===== src/rtl/range_stats_pkg.sv =====
// Shared types and default widths for the range/stats measurement engine.
package range_stats_pkg;
    typedef enum logic [1:0] {
        IDLE   = 2'd0,
        ACTIVE = 2'd1,
        DONE   = 2'd2,
        ERROR  = 2'd3
    } rs_state_t;

    localparam int RS_WIDTH     = 16;
    localparam int RS_CNT_WIDTH = 16;
endpackage


===== src/rtl/range_stats_finder_if.sv =====
// Sample stream in, measurement results out. Master drives samples, slave is the engine.
interface range_stats_finder_if
    import range_stats_pkg::*;
#(
    parameter int WIDTH     = RS_WIDTH,
    parameter int CNT_WIDTH = RS_CNT_WIDTH
);
    logic [WIDTH-1:0]           data_in;
    logic                       go;
    logic                       finish;
    logic [WIDTH-1:0]           range;
    logic [WIDTH-1:0]           min_out;
    logic [WIDTH-1:0]           max_out;
    logic [CNT_WIDTH-1:0]       count;
    logic [WIDTH+CNT_WIDTH-1:0] sum;
    logic                       done;
    logic                       error;

    modport master (
        output data_in, go, finish,
        input  range, min_out, max_out, count, sum, done, error
    );
    modport slave (
        input  data_in, go, finish,
        output range, min_out, max_out, count, sum, done, error
    );
endinterface


===== src/rtl/range_stats_datapath.sv =====
// Working min/max/count(/sum) registers and committed result registers.
// Running sum exists only when RANGE_STATS_FINDER_SUM_EN is defined.
module range_stats_datapath
    import range_stats_pkg::*;
#(
    parameter int WIDTH     = RS_WIDTH,
    parameter int SIGNED    = 0,
    parameter int CNT_WIDTH = RS_CNT_WIDTH
) (
    input  logic                       clock_i,
    input  logic                       reset_i,
    input  logic                       load_i,
    input  logic                       update_i,
    input  logic                       commit_i,
    input  logic [WIDTH-1:0]           data_i,
    output logic [WIDTH-1:0]           range_o,
    output logic [WIDTH-1:0]           min_o,
    output logic [WIDTH-1:0]           max_o,
    output logic [CNT_WIDTH-1:0]       count_o,
    output logic [WIDTH+CNT_WIDTH-1:0] sum_o
);
    function automatic logic lt(input logic [WIDTH-1:0] a, input logic [WIDTH-1:0] b);
        if (SIGNED != 0) return $signed(a) < $signed(b);
        return a < b;
    endfunction

    logic [WIDTH-1:0]     wmin_q, wmax_q, min_d, max_d;
    logic [WIDTH-1:0]     range_q, omin_q, omax_q;
    logic [CNT_WIDTH-1:0] wcnt_q, cnt_d, ocnt_q;

    // Next working values include the current sample; commit uses them too.
    always_comb begin
        min_d = lt(data_i, wmin_q) ? data_i : wmin_q;
        max_d = lt(wmax_q, data_i) ? data_i : wmax_q;
        cnt_d = (&wcnt_q) ? wcnt_q : wcnt_q + 1'b1;
    end

    always_ff @(posedge clock_i) begin
        if (reset_i) begin
            wmin_q  <= '0;
            wmax_q  <= '0;
            wcnt_q  <= '0;
            range_q <= '0;
            omin_q  <= '0;
            omax_q  <= '0;
            ocnt_q  <= '0;
        end else begin
            if (load_i) begin
                wmin_q <= data_i;
                wmax_q <= data_i;
                wcnt_q <= CNT_WIDTH'(1);
            end else if (update_i || commit_i) begin
                wmin_q <= min_d;
                wmax_q <= max_d;
                wcnt_q <= cnt_d;
            end
            if (commit_i) begin
                range_q <= max_d - min_d;
                omin_q  <= min_d;
                omax_q  <= max_d;
                ocnt_q  <= cnt_d;
            end
        end
    end

    assign range_o = range_q;
    assign min_o   = omin_q;
    assign max_o   = omax_q;
    assign count_o = ocnt_q;

`ifdef RANGE_STATS_FINDER_SUM_EN
    localparam int SW = WIDTH + CNT_WIDTH;
    logic [SW-1:0] ext, sum_d, wsum_q, osum_q;

    assign ext   = (SIGNED != 0) ? {{CNT_WIDTH{data_i[WIDTH-1]}}, data_i}
                                 : {{CNT_WIDTH{1'b0}}, data_i};
    assign sum_d = wsum_q + ext;

    always_ff @(posedge clock_i) begin
        if (reset_i) begin
            wsum_q <= '0;
            osum_q <= '0;
        end else begin
            if (load_i)                      wsum_q <= ext;
            else if (update_i || commit_i)   wsum_q <= sum_d;
            if (commit_i)                    osum_q <= sum_d;
        end
    end
    assign sum_o = osum_q;
`else
    assign sum_o = '0;
`endif
endmodule


===== src/rtl/range_stats_finder.sv =====
// Framed sample-stream min/max/range/count engine; optional running sum via
// RANGE_STATS_FINDER_SUM_EN. FSM here, arithmetic in range_stats_datapath.
module range_stats_finder
    import range_stats_pkg::*;
#(
    parameter int WIDTH     = RS_WIDTH,
    parameter int SIGNED    = 0,
    parameter int CNT_WIDTH = RS_CNT_WIDTH
) (
    input logic                 clock,
    input logic                 reset,
    range_stats_finder_if.slave bus
);
    rs_state_t state_q, state_d;
    logic      done_q, error_q;
    logic      load, update, commit;

    always_comb begin
        state_d = state_q;
        load    = 1'b0;
        update  = 1'b0;
        commit  = 1'b0;
        case (state_q)
            IDLE, DONE: begin
                if (bus.go && !bus.finish) begin
                    state_d = ACTIVE;
                    load    = 1'b1;
                end else if (bus.finish) state_d = ERROR;
                else                     state_d = IDLE;
            end
            ACTIVE: begin
                if (bus.go) state_d = ERROR;
                else if (bus.finish) begin
                    state_d = DONE;
                    commit  = 1'b1;
                end else update = 1'b1;
            end
            ERROR: begin
                if (bus.go && !bus.finish) begin
                    state_d = ACTIVE;
                    load    = 1'b1;
                end
            end
            default: state_d = IDLE;
        endcase
    end

    always_ff @(posedge clock) begin
        if (reset) begin
            state_q <= IDLE;
            done_q  <= 1'b0;
            error_q <= 1'b0;
        end else begin
            state_q <= state_d;
            done_q  <= (state_d == DONE);
            error_q <= (state_d == ERROR);
        end
    end

    logic [WIDTH-1:0]           range_w, min_w, max_w;
    logic [CNT_WIDTH-1:0]       count_w;
    logic [WIDTH+CNT_WIDTH-1:0] sum_w;

    range_stats_datapath #(
        .WIDTH     (WIDTH),
        .SIGNED    (SIGNED),
        .CNT_WIDTH (CNT_WIDTH)
    ) u_dp (
        .clock_i  (clock),
        .reset_i  (reset),
        .load_i   (load),
        .update_i (update),
        .commit_i (commit),
        .data_i   (bus.data_in),
        .range_o  (range_w),
        .min_o    (min_w),
        .max_o    (max_w),
        .count_o  (count_w),
        .sum_o    (sum_w)
    );

    assign bus.range   = range_w;
    assign bus.min_out = min_w;
    assign bus.max_out = max_w;
    assign bus.count   = count_w;
    assign bus.sum     = sum_w;
    assign bus.done    = done_q;
    assign bus.error   = error_q;
endmodule

===== src/flat_wrapper.sv =====
// flat-port wrapper written by rule: the top's interface ports become plain ports
module range_stats_finder_flat import range_stats_pkg::*;
#(
    parameter int WIDTH     = RS_WIDTH,
    parameter int SIGNED    = 0,
    parameter int CNT_WIDTH = RS_CNT_WIDTH
)
  (clock, reset, bus_data_in, bus_go, bus_finish, bus_range, bus_min_out, bus_max_out, bus_count, bus_sum, bus_done, bus_error);
  range_stats_finder_if #(.WIDTH(WIDTH), .CNT_WIDTH(CNT_WIDTH)) bus_i ();
  input logic clock;
  input logic reset;
  input wire logic [$bits(bus_i.data_in)-1:0] bus_data_in;
  input wire logic [$bits(bus_i.go)-1:0] bus_go;
  input wire logic [$bits(bus_i.finish)-1:0] bus_finish;
  output wire logic [$bits(bus_i.range)-1:0] bus_range;
  output wire logic [$bits(bus_i.min_out)-1:0] bus_min_out;
  output wire logic [$bits(bus_i.max_out)-1:0] bus_max_out;
  output wire logic [$bits(bus_i.count)-1:0] bus_count;
  output wire logic [$bits(bus_i.sum)-1:0] bus_sum;
  output wire logic [$bits(bus_i.done)-1:0] bus_done;
  output wire logic [$bits(bus_i.error)-1:0] bus_error;
  assign bus_i.data_in = bus_data_in;
  assign bus_i.go = bus_go;
  assign bus_i.finish = bus_finish;
  assign bus_range = bus_i.range;
  assign bus_min_out = bus_i.min_out;
  assign bus_max_out = bus_i.max_out;
  assign bus_count = bus_i.count;
  assign bus_sum = bus_i.sum;
  assign bus_done = bus_i.done;
  assign bus_error = bus_i.error;
  range_stats_finder #(.WIDTH(WIDTH), .SIGNED(SIGNED), .CNT_WIDTH(CNT_WIDTH)) u_core (.clock(clock), .reset(reset), .bus(bus_i));
endmodule

===== config.mk =====
export PLATFORM = sky130hd
export DESIGN_NAME = range_stats_finder_flat
export DESIGN_NICKNAME = d
export VERILOG_FILES = /design/src/rtl/range_stats_pkg.sv /design/src/rtl/range_stats_finder_if.sv /design/src/rtl/range_stats_datapath.sv /design/src/rtl/range_stats_finder.sv /design/src/flat_wrapper.sv
export SDC_FILE = /design/constraint.sdc
export NUM_CORES = 1
export LEC_CHECK = 0
export BUFFER_PORTS_ARGS = -buffer_cell sky130_fd_sc_hd__buf_2
export CAP_MARGIN = 10
export CORE_ASPECT_RATIO = 0.7
export CORE_UTILIZATION = 40
export CTS_BUF_LIST = sky130_fd_sc_hd__clkbuf_4
export CTS_CLUSTER_DIAMETER = 120
export DETAILED_ROUTE_END_ITERATION = 8
export PLACE_DENSITY = 0.69
export SLEW_MARGIN = 30
export SYNTH_ARGS = -nofsm -noshare
export SYNTH_HDL_FRONTEND = slang
export SYNTH_HIERARCHICAL = 1
export SYNTH_SLANG_ARGS = --single-unit

===== constraint.sdc =====
create_clock -name clock -period 3.98 [get_ports clock]
set_clock_uncertainty 0.1 [all_clocks]
set_input_delay 0.199 -clock clock [delete_from_list [all_inputs] [get_ports clock]]
set_output_delay 0.199 -clock clock [all_outputs]
set_load 0.005 [all_outputs]

# Word level (Yosys, flattened, before mapping)
# Index checks and enable logic that the tools add are counted.
# word_totals
word_cells	52
in_bits	20
output_inout_bits	98
regBits	116
# classes
add_sub_neg	2
n_reduce_logical	9
eq_ne	5
muxes	23
magnitude_cmp	2
# ops
operator	count
16-bit two-way mux	7
16-bit < comparator	2
16-bit by 1-bit adder with 16-bit output (second input constant)	1
16-bit AND reduction	1
16-bit subtractor	1
1-bit two-way mux	10
2-bit two-way mux	5
2-bit equality test (second input constant)	4
2-bit case mux with 3 select lines	1
2-bit OR reduction	2
3-bit OR reduction	1
2-bit by 1-bit equality test with 1-bit output (second input constant)	1
2-bit zero test	1
2-bit nonzero test	1
1-bit logical AND	1
1-bit zero test	1
1-bit logical OR	1

# Depth between registers and ports, before layout
# Gate-level depths: netlist of the first run.
# logic_depth
depth_word	6
depth_mapped	20
mapped_depth_nobuf	18

# Modules after synthesis
# Netlist of the first run, hierarchy kept.
# by_module_without_submodules
module	cells_per_inst	area_each_um2	n_inst	seq_area_each_um2
range_stats_datapath	782	6277.3	1	2242.2
range_stats_finder	18	190.2	1	80.1

# Worst setup path after synthesis of the first run
# Ideal clock, no wire load.
# synth_timing
kind	register -> register
startpoint	register u_core.u_dp.wmax_q[5]
endpoint	register u_core.u_dp.range_q[15], in the netlist u_core/u_dp/range_o[15]
t_required_ps	3788
period_less_slack_ps	4012
n_path_buf	2
setup_ps	92
t_arrival_ps	3820
path_slack_ps	-32
stages_incl_launch_ff	17
cell_sequence	dfxtp_1 -> ha_1 -> a2111oi_0 -> a21oi_2 -> a211oi_4 -> buf_6 -> buf_6 -> mux2_2 -> ha_1 -> a21o_1 -> nand2_1 -> nand2b_1 -> a221o_1 -> a31oi_1 -> o21ai_0 -> o211a_1 -> nor4_1
# synth_via
elab_chain_cells	3
# synth_rtl
item	line_no	text
start: declaration	range_stats_datapath.sv:27	logic [WIDTH-1:0] wmin_q, wmax_q, min_d, max_d;
start signal: assignment	range_stats_datapath.sv:50	wmax_q <= data_i;
start signal: assignment	range_stats_datapath.sv:54	wmax_q <= max_d;
16-bit < comparator	range_stats_datapath.sv:24	return a < b;
16-bit two-way mux	range_stats_datapath.sv:34	max_d = lt(wmax_q, data_i) ? data_i : wmax_q;
via u_core.u_dp.max_d[8]	range_stats_datapath.sv:27	
16-bit subtractor	range_stats_datapath.sv:58	range_q <= max_d - min_d;
end signal: assignment	range_stats_datapath.sv:58	
end: declaration	range_stats_datapath.sv:28	logic [WIDTH-1:0] range_q, omin_q, omax_q;
# The timed path passes the listed nets, and every way through them passes these cells.
# A chain may end at the register's enable or synchronous reset.

# Final worst setup path of the first run
# layout_timing
startpoint	input bus_data_in[9]
endpoint	register u_core.u_dp.range_q[12], in the netlist u_core/u_dp/range_o[12]
# layout_via
elab_chain_cells	3
elab_cells_between_ends	5
classes_between	add/sub: 1; order compare: 2; mux: 2
# layout_rtl
item	line_no	text
start: declaration	flat_wrapper.sv:12	input wire logic [$bits(bus_i.data_in)-1:0] bus_data_in;
16-bit < comparator	range_stats_datapath.sv:24	
16-bit two-way mux, on equally long branches	range_stats_datapath.sv:34, range_stats_datapath.sv:33	
16-bit subtractor (*)	range_stats_datapath.sv:58	
# Every way passes the cells marked *; elsewhere a longest branch is shown, timed or not.

==> results.yml, run 1 <==
routing:
  first_pass_iters: 5
  routedWlPerCell_um: 15.3
  via_per_inst: 5.12
  drtAntennaViolNets: 0
  num_vias: 5866
  wl_met2_um: 7240
  drc: 0
  met1_length_um: 8890
  met3_length_um: 1130
  wl_um: 17500
  drtIter0Drc: 362
  top_layer: "met4"
global_routing:
  grt_start_max_net_pins: 104
  grt_pass1_wl_um: 26500
  grt-ovfl-total: 0
  grt_pass1_vias: 5099
  grt_antenna_before_repair: 0
  grt_usage_pct: 20.4
placed_design:
  io_buffers: 85
  gp_congestion: 0.859
  place_area_sq_mm: 0.00721
  dp_hpwl_um: 11900
clock_network:
  clock_latency_ps: 540
  cts_tree: "done"
  cts_buffer_depth: 2
  cts.clk_slew.worst_paths_ps: 110
  clock-sinks: 116
  cts.htree.levels: 4
  numCtsBuffers: 17
  root_buffer: "clkbuf_4"
yosys:
  syn_area_per_cell_sq_um: 8.08
  synth_flop_cell: "dfxtp_1"
  synthAdderAreaFrac_pct: 9.21
  netlist_instances: 800
  synth.cell_area_sq_mm: 0.00647
  ys_seq_area_share_pct: 35.9
  synth_cell_type_count: 61
  ys_seq_elements: 116
  ys_warn_count: 6
  synth_edf_count: 0
  synthXorXnorAreaFrac_pct: 4.20
  synth_compound_area_share_pct: 16.6
  synth_mux_area_share_pct: 4.62
  synthArstFlopShare_pct: 0
  synth_top_family_by_area: "simple AND/OR/NAND/NOR gates"
  yosys.area_share.simple_pct: 20.6
floorplan:
  coreArea_sq_mm: 0.0156
  die_area_sq_mm: 0.0167
  rows: 38
  die_w_um: 154
  die_y_um: 108
  initial_core_util_pct: 41.3
  ioPinCount: 118
finish:
  fin_nets: 1000
  fin_area_sq_mm: 0.00813
  mostFrequentLayoutCell: "nor2_1"
  n_antenna_cell: 0
  area_delta_synth_final_pct: 25.7
  final_cell_mix: "nor2_1, dfxtp_1, buf_2"
  drive_gt1_share_pct: 25.3
worst_hold_path:
  hold_path.class: "input pin to register"
  holdPathStages: 2
timing:
  tightest_slew_ps: 945
  fin_crit_ps: 3990
  finalWorstSetupSlack_ps: -6.40
  slew_headroom_pct: 37.0
  setup_viol: 1
  slew_violations: 0
  rsz0062_at_grt: "true"
  hold_viol: 0
  max_freq_mhz: 251
  min_period_over_period_pct: 100
worst_setup_path:
  cp_max_fo: 6
  crit_required_ps: 4300
  cp_data_arrival_time_ps: 4310
  cp-end-kind: "register"
  worstSetupPathType: "input pin to register"
  crit_path_start_kind: "input pin"
  ff2ff_path_depth: 18
run_status:
  status: "complete, but fails checks"
  violations: "negative setup slack"
run:
  cap_violations: 0
power:
  finalPower_uw: 3070
  vdd_drop_max_v: 0.000194
  p_per_area_mw_per_mm2: 377
  power_leakage_uw: 0.00348
## area by class of cell
class	count	area [sq um]
inverter	40	150
tap	200	250
clock buffer	18	135
multi-input combinational	601	4060
fill	1464	7510
sequential	116	2330
clock inverter	13	165
timing repair buffer	157	1040
## cell families after synthesis
kind of cell    after synthesis
xor+xnor                     31
flops                       116
simple gates                300
other cells                   1
compound gates              163
fa+ha+maj                    47
mux                          28
buf+inv                     114
## Yosys cell counts, types with 5 or more instances
| library cell | instances | area share (%) |
|---|---|---|
| nor2_1 | 145 | 8.4 |
| dfxtp_1 | 116 | 36 |
| a21oi_1 | 72 | 5.6 |
| nand2_1 | 67 | 3.9 |
| ha_1 | 46 | 8.9 |
| inv_1 | 40 | 2.3 |
| clkbuf_1 | 33 | 1.9 |
| a211oi_1 | 32 | 3.7 |
| buf_4 | 32 | 3.7 |
| nor3_1 | 24 | 1.9 |
| xor2_1 | 21 | 2.8 |
| mux2_2 | 14 | 2.4 |
| nand3_1 | 14 | 1.1 |
| mux2i_1 | 13 | 2.0 |
| o21ai_0 | 10 | 0.77 |
| xnor2_1 | 10 | 1.4 |
| a21o_1 | 7 | 0.81 |
| nand4_1 | 7 | 0.68 |
| nor2b_1 | 7 | 0.68 |
| and3_1 | 6 | 0.58 |
| nand2b_1 | 6 | 0.58 |
| a31oi_1 | 5 | 0.48 |
| o21a_1 | 5 | 0.58 |
## power by group
group,switching (uW),internal [uW]
sequential,39.5,1220
combinational,459,396
clock,465,490
total,964,2100
## stage by stage
stage / hold WS (ps) / setup slack [ps] / utilization (%) / std cells / setup TNS [ps]
after floorplan: 165 / 16.5 / - / 831 / 0
after global placement: 345 / 23.9 / 46.1 / 1088 / 0
after detailed placement: 356 / -189 / 46.1 / 1088 / -509
after CTS: 64.7 / -47.6 / 49.6 / 1140 / -47.6
after global routing: 104 / -98.3 / 52.0 / 1145 / -499
final: 63.0 / -6.40 / 52.0 / 1145 / -6.40
## per-layer routing
layer  track usage [%]  up-vias
met5                 0        -
met4              6.29        0
met3              4.81       18
met2              28.7      188
met1              30.2     2700
li1                  -     2960
## critical path, cell delays in order
cell and delay [ps]:
dlygate4sd3_1 530, buf_2 140, inv_2 90, ha_4 210, a21oi_2 140, nor2_1 70
a211oi_2 310, o31ai_4 110, a211oi_4 300, buf_12 170, mux2i_4 240, ha_2 230
fa_2 250, nor2b_4 50, o21ai_2 160, a21oi_2 80, o211a_1 260, o2111ai_2 220
a31oi_2 130, buf_4 160, o311ai_4 260
## flip-flops by register name, summed over array words and instances (netlist names)
signal / cells
u_core/u_dp/wmax_q: 16
u_core/u_dp/wmin_q: 16
u_core/state_q: 2
u_core/bus.done: 1
u_core/u_dp/min_o: 16
u_core/bus.error: 1
u_core/u_dp/range_o: 16
u_core/u_dp/max_o: 16
u_core/u_dp/count_o: 16
u_core/u_dp/wcnt_q: 16
## what timing repair did
action / 4_1_cts / 5_1_grt
hold buffers: 19 / 0
endpoints found under the hold margin: 34 / 0
cloned: 0 / 1
pin swaps: 10 / 23
setup buffers: 2 / 4
endpoints found under the setup margin: 7 / 10
resized for setup: 11 / 57
## worst paths after layout
| kind | start | endpoint | slack (ps) |
|---|---|---|---|
| worst max-delay path | bus_data_in[9] | u_core/u_dp/range_o[12] | -6 |
| worst min-delay path | reset | u_core/u_dp/wcnt_q[0] | 60 |
| worst max register to register | u_core/u_dp/wmax_q[9] | u_core/u_dp/range_o[12] | 10 |
| worst min register to register | u_core/u_dp/count_o[15] | u_core/u_dp/count_o[15] | 370 |
(Power assumes the default switching activity.)
==> run 2, diff against run 1 <==
Settings changed: ABC_AREA from default to 1, PLACE_DENSITY 0.69 to 0.68.
==> results.yml, run 2 <==
run_status:
  status: "complete, no violations"
routing:
  via_per_inst: 4.85
  num_vias: 6370
  drtIter0Drc: 437
  drtAntennaViolNets: 0
  drc: 0
  wl_um: 17900
  first_pass_iters: 6
  routedWlPerCell_um: 13.6
placed_design:
  io_buffers: 85
  dp_hpwl_um: 13000
  gp_congestion: 0.842
  place_inst: 1262
yosys:
  ys_warn_count: 6
  synth_cell_type_count: 44
  synth.cell_area_sq_mm: 0.00690
  synthArstFlopShare_pct: 0
  ys_seq_area_share_pct: 33.7
  syn_area_per_cell_sq_um: 7.02
  yosys-top-cells-area: "dfxtp_1, nand2_1, ha_1"
  synth_top_area_share_pct: 33.7
  ys_seq_elements: 116
  yosysTopAreaCell: "dfxtp_1"
  synth_common_cells: "nand2_1, inv_1, dfxtp_1"
  synth_flop_cell: "dfxtp_1"
  netlist_instances: 983
  synth.most_common_cell: "nand2_1"
  synth_edf_count: 0
finish:
  n_antenna_cell: 0
  area_delta_synth_final_pct: 15.4
  fin_nets: 1144
  final_cells: 1314
  drive_gt1_share_pct: 16.8
  final_cell_mix: "nand2_1, inv_1, dfxtp_1"
  mostFrequentLayoutCell: "nand2_1"
timing:
  setup_viol: 0
  rsz0062_at_grt: "false"
  fin_crit_ps: 3660
  slew_violations: 0
  tns_ps: 0
  tightest_slew_ps: 866
  hold_viol: 0
  slew_headroom_pct: 42.2
  max_freq_mhz: 273
  min_period_over_period_pct: 91.9
worst_setup_path:
  cp_data_arrival_time_ps: 4060
  worstSetupPathType: "input pin to register"
  crit_slowest_cell: "dlygate4sd3_1"
  worst-r2r-setup-slack_ps: 360
  cp-end-kind: "register"
  slowest_delay_ps: 510
  critical_path_buf_inv_count: 5
  crit_family: "simple AND/OR/NAND/NOR gates"
  cp_max_fo: 13
  crit_path_start_kind: "input pin"
  crit_required_ps: 4380
  crit_chain: "dlygate4sd3_1, buf_2, inv_1, ha_1, a21oi_1, o21ai_0, nor2_1, nand2_4, nand2_1, o21a_1, inv_2, ha_1, fa_1, nand3b_1, nand3_1, a21oi_1, nor2_1, nor2_1, or2_2, nand3_1, o211ai_1, inv_1"
  crit_top_cell: "nor2_1"
floorplan:
  coreArea_sq_mm: 0.0166
  initial_core_util_pct: 41.6
  ioPinCount: 118
  die_y_um: 112
  die_area_sq_mm: 0.0178
  rows: 39
  die_w_um: 159
worst_hold_path:
  hold_path.class: "register to register"
global_routing:
  grt_pass1_vias: 5626
  grt-ovfl-total: 0
  use_met1_pct: 31.2
  busiest_layer: "met1"
  grt_usage_pct: 20.5
  grt_start_max_net_pins: 78
  grt_antenna_before_repair: 0
  grt_pass1_wl_um: 28800
  gr-usage-met3_pct: 4.73
  met2_usage_pct: 28.5
power:
  p_per_area_mw_per_mm2: 397
  power_leakage_uw: 0.00404
  pwr-share-clk_pct: 33.5
  switching_share_pct: 33.7
  power_frac_seq_pct: 40.3
  p_sw_uw: 1060
  power_frac_comb_pct: 26.2
  vdd_drop_max_v: 0.000186
  p_int_uw: 2090
run:
  cap_violations: 0
clock_network:
  cts_setup_buffers: 0
  root_buffer: "clkbuf_4"
  cts.htree.levels: 4
  numCtsBuffers: 17
  clock-sinks: 116
  cts_tree: "done"
  clock_latency_ps: 560
  cts.clk_slew.worst_paths_ps: 110
  cts_buffer_depth: 2
[run 2: cell count changes after synthesis, moves of 11 or more]
| cell | delta |
|---|---|
| nor2_1 | -49 |
| nor3_1 | -18 |
| xor2_1 | -11 |
| o21ai_0 | +56 |
| inv_1 | +92 |
| o211ai_1 | +20 |
| o21ai_2 | +15 |
| nand2_1 | +139 |
| a211oi_1 | -32 |
| mux2_2 | -14 |
| a31oi_1 | +28 |
| inv_2 | +17 |
| a21oi_1 | -17 |
| mux2i_1 | -13 |
[run 2: worst min-delay path, cell delays in order, from the launching register on]
cell and delay (ps):
dfxtp_1 340, o211ai_1 80, inv_1 50
[run 2: power groups by stage]
stage / combinational (uW) / clock, uW / sequential (uW)
final: 828 / 1060 / 1270
after global routing: 934 / 1140 / 1280
after CTS: 811 / 1080 / 1270
after detailed placement: 788 / 0 / 1300
after global placement: 784 / 0 / 1300
after floorplan: 598 / 0 / 1290
[run 2: cell families (layout without fill, tap and decap cells)]
family | after synthesis | after routing | synth area share [%]
and+or+nand+nor | 359 | 360 | 21.9
buffers and inverters | 223 | 297 | 14.4
adders and majority gates | 47 | 47 | 8.64
DFF | 116 | 116 | 33.7
other | 1 | 32 | 0.0544
xor gates and xnor gates | 16 | 16 | 2.03
AOI/OAI and AO/OA | 221 | 221 | 19.3
[run 2: area by class of cell]
cell class              instances  area, sq um
flip-flops and latches        116         2320
inverters                     149          559
multi-input cells             676         3740
repair buffers                117          716
clock buffers                  18          135
clock inverters                13          206
well taps                     225          282
fillers                      1737         8630
[run 2: worst paths after layout]
| kind | cells past startpoint | from | to |
|---|---|---|---|
| worst max-delay path | 22 | bus_data_in[13] | u_core/u_dp/range_o[10] |
| worst min-delay path | 2 | u_core/u_dp/min_o[8] | u_core/u_dp/min_o[8] |
| worst max register to register | 19 | u_core/u_dp/wmax_q[13] | u_core/u_dp/range_o[10] |
| worst min register to register | 2 | u_core/u_dp/min_o[8] | u_core/u_dp/min_o[8] |
[run 2: per-layer routing]
| layer | routed length [um] | share of wire [%] | vias up |
|---|---|---|---|
| met5 | 0 | 0 | - |
| met4 | 167 | 0.93 | 0 |
| met3 | 1180 | 6.6 | 15 |
| met2 | 6980 | 39 | 194 |
| met1 | 9610 | 54 | 2851 |
| li1 | - | - | 3310 |
[run 2: metrics by stage]
step | total power [uW] | hold slack [ps] | cell area [sq um] | worst slack [ps] | utilization (%)
after floorplan | 1890 | 171 | 7010 | 768 | -
after global placement | 2080 | 359 | 7390 | 397 | 44.5
after detailed placement | 2090 | 363 | 7390 | 299 | 44.5
after CTS | 3160 | 343 | 7930 | 341 | 47.8
after global routing | 3360 | 360 | 7960 | 11.7 | 48.0
final | 3160 | 387 | 7960 | 323 | 48.0
[run 2: repair_timing]
item | in CTS | in global routing
setup endpoints to repair | 0 | 2
hold buffers | 20 | 0
endpoints found under the hold margin | 39 | 0
resized for setup | 0 | 3
